$ cat src/rtl/logic_unit_pkg.sv
// logic_unit_pkg: op encodings and bitwise evaluation helper for logic_unit_pipe.
// logic_eval works on LU_MAXW-bit vectors; callers zero-extend and slice to WIDTH.
package logic_unit_pkg;

    localparam int OP_W    = 3;
    localparam int LU_MAXW = 256;

    localparam logic [OP_W-1:0] OP_AND  = 3'd0;
    localparam logic [OP_W-1:0] OP_OR   = 3'd1;
    localparam logic [OP_W-1:0] OP_NAND = 3'd2;
    localparam logic [OP_W-1:0] OP_NOR  = 3'd3;
    localparam logic [OP_W-1:0] OP_XOR  = 3'd4;
    localparam logic [OP_W-1:0] OP_XNOR = 3'd5;
    localparam logic [OP_W-1:0] OP_NOTA = 3'd6;
    localparam logic [OP_W-1:0] OP_PASS = 3'd7;

    function automatic logic [LU_MAXW-1:0] logic_eval(
        input logic [OP_W-1:0]    op,
        input logic [LU_MAXW-1:0] a,
        input logic [LU_MAXW-1:0] b
    );
        logic [LU_MAXW-1:0] r;
        r = a;
        unique case (op)
            OP_AND:  r = a & b;
            OP_OR:   r = a | b;
            OP_NAND: r = ~(a & b);
            OP_NOR:  r = ~(a | b);
            OP_XOR:  r = a ^ b;
            OP_XNOR: r = ~(a ^ b);
            OP_NOTA: r = ~a;
            OP_PASS: r = a;
            default: r = a;
        endcase
        return r;
    endfunction

endpackage

$ cat src/rtl/logic_unit_stage.sv
// logic_unit_stage: one valid/ready register slice of DW bits.
// Ports: clk, rst_n, in_valid/in_ready/in_data, out_valid/out_ready/out_data.
module logic_unit_stage #(
    parameter int DW = 10
) (
    input  logic          clk,
    input  logic          rst_n,
    input  logic          in_valid,
    output logic          in_ready,
    input  logic [DW-1:0] in_data,
    output logic          out_valid,
    input  logic          out_ready,
    output logic [DW-1:0] out_data
);

    // Ready ripples back combinationally so bubbles collapse.
    assign in_ready = !out_valid || out_ready;

    always_ff @(posedge clk or negedge rst_n) begin
        if (!rst_n) begin
            out_valid <= 1'b0;
            out_data  <= '0;
        end else if (in_valid && in_ready) begin
            out_valid <= 1'b1;
            out_data  <= in_data;
        end else if (out_ready) begin
            out_valid <= 1'b0;
        end
    end

endmodule

$ cat src/rtl/logic_unit_pipe.sv
// logic_unit_pipe: WIDTH-bit 8-op logic slice behind a STAGES-deep elastic pipe.
// Ports: clk, rst_n, in_valid/in_ready, op, a, b, out_valid/out_ready, y, y_zero,
// y_par; with LOGIC_UNIT_STATS_EN also xfer_cnt (output handshakes) and busy.
module logic_unit_pipe
    import logic_unit_pkg::*;
#(
    parameter int WIDTH  = 8,
    parameter int STAGES = 2
) (
    input  logic             clk,
    input  logic             rst_n,
    input  logic             in_valid,
    output logic             in_ready,
    input  logic [OP_W-1:0]  op,
    input  logic [WIDTH-1:0] a,
    input  logic [WIDTH-1:0] b,
    output logic             out_valid,
    input  logic             out_ready,
    output logic [WIDTH-1:0] y,
    output logic             y_zero,
    output logic             y_par
`ifdef LOGIC_UNIT_STATS_EN
    ,
    output logic [15:0]      xfer_cnt,
    output logic             busy
`endif
);

    localparam int DW = WIDTH + 2;

    logic [LU_MAXW-1:0] a_ext;
    logic [LU_MAXW-1:0] b_ext;
    logic [LU_MAXW-1:0] r_ext;
    logic [WIDTH-1:0]   r;
    logic               unused_hi;

    always_comb begin
        a_ext = '0;
        b_ext = '0;
        a_ext[WIDTH-1:0] = a;
        b_ext[WIDTH-1:0] = b;
    end

    assign r_ext     = logic_eval(op, a_ext, b_ext);
    assign r         = r_ext[WIDTH-1:0];
    assign unused_hi = ^r_ext;

    logic [STAGES:0] v;
    logic [STAGES:0] rdy;
    logic [DW-1:0]   d [STAGES+1];

    assign v[0]        = in_valid;
    assign d[0]        = {r, ~|r, ^r};
    assign in_ready    = rdy[0];
    assign rdy[STAGES] = out_ready;

    for (genvar k = 0; k < STAGES; k++) begin : g_stage
        logic_unit_stage #(
            .DW(DW)
        ) u_stage (
            .clk      (clk),
            .rst_n    (rst_n),
            .in_valid (v[k]),
            .in_ready (rdy[k]),
            .in_data  (d[k]),
            .out_valid(v[k+1]),
            .out_ready(rdy[k+1]),
            .out_data (d[k+1])
        );
    end

    assign out_valid         = v[STAGES];
    assign {y, y_zero, y_par} = d[STAGES];

`ifdef LOGIC_UNIT_STATS_EN
    assign busy = |v[STAGES:1];

    always_ff @(posedge clk or negedge rst_n) begin
        if (!rst_n) begin
            xfer_cnt <= '0;
        end else if (out_valid && out_ready) begin
            xfer_cnt <= xfer_cnt + 16'd1;
        end
    end
`endif

endmodule

$ cat config.mk
export PLATFORM = sky130hd
export DESIGN_NAME = logic_unit_pipe
export DESIGN_NICKNAME = d
export VERILOG_FILES = /design/src/rtl/logic_unit_pkg.sv /design/src/rtl/logic_unit_stage.sv /design/src/rtl/logic_unit_pipe.sv
export SDC_FILE = /design/constraint.sdc
export NUM_CORES = 1
export LEC_CHECK = 0
export CORE_ASPECT_RATIO = 0.9
export CORE_UTILIZATION = 59
export CTS_BUF_LIST = sky130_fd_sc_hd__clkbuf_2
export DETAILED_ROUTE_END_ITERATION = 8
export GPL_ROUTABILITY_DRIVEN = 0
export MAX_ROUTING_LAYER = met4
export PLACE_DENSITY = 0.88
export SLEW_MARGIN = 40
export SYNTH_ARGS = -nofsm -noshare
export SYNTH_HDL_FRONTEND = slang
export SYNTH_HIERARCHICAL = 1
export SYNTH_SLANG_ARGS = --single-unit
$ cat constraint.sdc
create_clock -name clk -period 3.3 [get_ports clk]
set_input_delay 0.99 -clock clk [delete_from_list [all_inputs] [get_ports clk]]
set_output_delay 0.99 -clock clk [all_outputs]
set_load 0.02 [all_outputs]
==> Implementation_results.wiki, run 1 <==
{| class="wikitable"
! Metric !! Value
|-
| Gate count of the mapped netlist || 178
|-
| Initial antenna violation count || 0
|-
| Max Clk Rate || 0.319 GHz
|-
| Final core occ || 0.785
|-
| Grt met1 use || 0.301
|-
| Clock tree from TritonCTS || built
|-
| Post-synth top area share || 0.288
|-
| Starting DRT DRC Count || 65
|-
| CORE AREA || 3070 sq um
|-
| # rows || 19
|-
| Number of fillers in the final layout || 204
|-
| Largest cells by area after synthesis || sky130_fd_sc_hd__dfrtp_1 (29%), sky130_fd_sc_hd__mux2_4 (16%), sky130_fd_sc_hd__ha_1 (13%)
|-
| Biggest fanout along the worst timing path || 13
|-
| WP data required || 3.52 ns
|-
| Total DRC errors in the routed layout || 0
|-
| # diodes || 0
|-
| Total via count after detailed routing || 1,471
|-
| Setup crit end kind || flop
|-
| Total setup violations reported at the end of the flow || 0
|-
| Ratio of cells with drive above 1 in the final layout || 0.225
|-
| Post-synthesis register bit count || 22
|-
| Number of clock sinks || 22
|-
| Total of buffers placed on input and output ports || 34
|-
| Met3 global-route usage || 0.0163
|-
| Y dimension of the die || 56.0 um
|-
| Post-Synthesis Net Count || 221
|-
| Run status || finished clean
|-
| Type of the setup path with the least slack || primary input to flop
|-
| Final-report max-slew violation count || 0
|-
| Vias in the first global route || 1,492
|-
| Pin count of the biggest net entering global routing || 23
|-
| Hold-fix buffers at CTS || 0
|-
| Worst slew margin relative to its limit || 0.701
|-
| Die Wd || 62.0 um
|-
| Aggregate routed wire length || 3.73 mm
|-
| H-Tree Depth || 1
|-
| Final design instance area without fill || 2410 sq um
|-
| Bufs on Longest Clock Path || 2
|-
| Clock latency on the worst-skew pair || 0.32 ns
|-
| Worst Hold Margin || 0.536 ns
|-
| Inserted Clock Buffers || 3
|-
| Clk root buf || sky130_fd_sc_hd__clkbuf_2
|-
| Initial core utilization || 0.623
|-
| Clock transition at the register clock pins on the worst setup and hold paths after CTS || 0.19 ns
|-
| RSZ-0062 raised after global routing || false
|-
| Die area || 3470 sq um
|-
| Static Leak || 1.18 nW
|-
| Shortest clock period the worst path allows after layout || 3.13 ns
|-
| Power density cells || 416 nW/um^2
|-
| Arrival time reported for the critical path endpoint || 3.35 ns
|-
| Overall power || 1.00 mW
|-
| Number of unique standard cell types used by synthesis || 35
|-
| Number of cells upsized or downsized after cts || 0
|-
| Via count normalized by instance count || 5.47
|-
| Final Skew || 0.0123 ns
|-
| Buffer count from post-CTS setup fixing || 0
|-
| Net total in the final layout || 271
|-
| Critical path launch point type || primary input
|-
| Pin slew with the least headroom to its limit || 0.449 ns
|-
| Global route total overflow || 0
|-
| Synthesized area || 1910 sq um
|-
| Remaining number of nets flagged by the antenna check after routing || 0
|-
| Tightest Hold Check Type || flop to flop
|-
| Leading cell types in the layout, fill and taps excluded || sky130_fd_sc_hd__clkdlybuf4s50_1 (32), sky130_fd_sc_hd__inv_1 (23), sky130_fd_sc_hd__dfrtp_1 (22)
|-
| Filler-free cell count of the finished design || 269
|-
| Layout overhead on the synthesized area || 25.9%
|-
| Most heavily used metal layer in global routing || met2
|-
| Part of the Yosys area used for sequential elements || 0.288
|-
| Synthesized area divided by synthesized cell count || 10.7 sq um
|-
| Placed wire-length estimate || 3.15 mm
|-
| Highest ir drop seen on vdd || 181 uV
|-
| Area after detailed placement || 2380 sq um
|-
| Synth Warn # || 6
|-
| Global-route wire length before repair || 6.54 mm
|-
| Max capacitance violation total || 0
|-
| Placed Cells incl. Taps || 265
|-
| Wire length per cell after detailed routing || 13.9 um
|-
| Post-layout worst setup margin || 0.168 ns
|-
| Post-route fraction of the period consumed by the critical path || 0.949
|-
| Drt first pass iters || 4
|-
| M2 GR Usage || 0.453
|-
| GR Util All Layers || 0.255
|-
| I/O pin cnt || 35
|-
| Pre-CTS WS || -0.162 ns
|-
| Final hold violation count || 0
|-
| Library cell occupying the most area in the post-synthesis netlist || sky130_fd_sc_hd__dfrtp_1
|-
| Final total negative setup slack || 0 ns
|-
| Most frequent standard cell in the layout excluding fill and tap cells || sky130_fd_sc_hd__clkdlybuf4s50_1
|}
==> worst max-delay path, stage by stage <==
cell,delay [ns]
sky130_fd_sc_hd__clkdlybuf4s50_1,0.50
sky130_fd_sc_hd__buf_4,0.24
sky130_fd_sc_hd__mux2i_1,0.11
sky130_fd_sc_hd__a221oi_1,0.40
sky130_fd_sc_hd__o22ai_1,0.16
sky130_fd_sc_hd__ha_1,0.34
sky130_fd_sc_hd__xnor2_1,0.22
sky130_fd_sc_hd__xnor2_1,0.11
sky130_fd_sc_hd__mux2_4,0.28
==> cells in the mapped netlist <==
cell                       count
sky130_fd_sc_hd__a21oi_1       1
sky130_fd_sc_hd__a21oi_4       1
sky130_fd_sc_hd__a221oi_1      5
sky130_fd_sc_hd__a31o_1        1
sky130_fd_sc_hd__a31oi_1       1
sky130_fd_sc_hd__a32oi_1       1
sky130_fd_sc_hd__and2_1        1
sky130_fd_sc_hd__and4_1        1
sky130_fd_sc_hd__buf_1         1
sky130_fd_sc_hd__buf_2         2
sky130_fd_sc_hd__buf_4         1
sky130_fd_sc_hd__buf_6         3
sky130_fd_sc_hd__buf_8         1
sky130_fd_sc_hd__dfrtp_1      22
sky130_fd_sc_hd__ha_1         20
sky130_fd_sc_hd__inv_1        23
sky130_fd_sc_hd__mux2_2        2
sky130_fd_sc_hd__mux2_4       20
sky130_fd_sc_hd__mux2i_1       9
sky130_fd_sc_hd__nand2_1      13
sky130_fd_sc_hd__nand2_8       2
sky130_fd_sc_hd__nand2b_1      2
sky130_fd_sc_hd__nand2b_4      2
sky130_fd_sc_hd__nand3_1       5
sky130_fd_sc_hd__nand3b_1      6
sky130_fd_sc_hd__nor2_1        1
sky130_fd_sc_hd__nor2_2        1
sky130_fd_sc_hd__nor2b_1       2
sky130_fd_sc_hd__nor4_1        1
sky130_fd_sc_hd__o21ai_0       3
sky130_fd_sc_hd__o22a_1        5
sky130_fd_sc_hd__o22ai_1       5
sky130_fd_sc_hd__or3_1         1
sky130_fd_sc_hd__xnor2_1      11
sky130_fd_sc_hd__xor2_1        2
==> sequential cells by signal, summed over array words and instances, names as in the netlist <==
register and flops:
g_stage.u_stage/out_data 20, g_stage.u_stage/out_valid 2
==> power by group <==
group / leakage, nW / internal [mW] / switching [mW]
clock network: 0.0140 / 0.0263 / 0.0738
logic: 0.903 / 0.298 / 0.213
registers: 0.261 / 0.342 / 0.0484
==> worst paths after layout <==
| kind | startpoint | to | slack [ns] | depth (start not counted) |
|---|---|---|---|---|
| worst max-delay path | op[0] | g_stage[0].u_stage/out_data[0] | 0.17 | 9 |
| worst min-delay path | g_stage[0].u_stage/out_data[8] | g_stage[0].u_stage/out_data[8] | 0.54 | 1 |
| worst max register to register | g_stage[1].u_stage/out_valid | g_stage[0].u_stage/out_data[5] | 1.98 | 5 |
| worst min register to register | g_stage[0].u_stage/out_data[8] | g_stage[0].u_stage/out_data[8] | 0.54 | 1 |
| max in group asynchronous | rst_n | g_stage[1].u_stage/out_data[3] | 2.40 | 1 |
| min in group asynchronous | rst_n | g_stage[1].u_stage/out_data[6] | 0.58 | 1 |
==> cell families (layout without fill, tap and decap cells) <==
family | after synthesis | in the layout | share of synthesized area
flops | 22 | 22 | 0.288
xor+xnor | 13 | 13 | 0.0596
simple gates | 38 | 38 | 0.130
fa+ha+maj | 20 | 20 | 0.131
mux | 31 | 31 | 0.216
compound gates | 23 | 23 | 0.0936
buf+inv | 31 | 80 | 0.0818
==> area by class of cell <==
type / instances / area (sq um) / area share
clock buffer: 3 / 15.0 / 0.00624
tap: 42 / 52.6 / 0.0218
multi-input combinational: 125 / 1200 / 0.501
timing repair buffer: 53 / 493 / 0.205
sequential: 22 / 551 / 0.229
clock inverter: 1 / 3.75 / 0.00156
inverter: 23 / 86.3 / 0.0359
==> routing by layer <==
metal / vias to the layer above / routed length, um / part of all wire
met4: 0 / 38 / 0.010
met3: 5 / 124 / 0.033
met5: - / 0 / 0
li1: 717 / - / -
met1: 706 / 1590 / 0.43
met2: 43 / 1980 / 0.53
Note: power is estimated with default switching activity, not from simulation.
==> run 2, diff against run 1 <==
CTS_CLUSTER_DIAMETER = 60   (was not set)
==> results of run 2 <==
Final layout, timing and power as in run 1 (identical DEF).
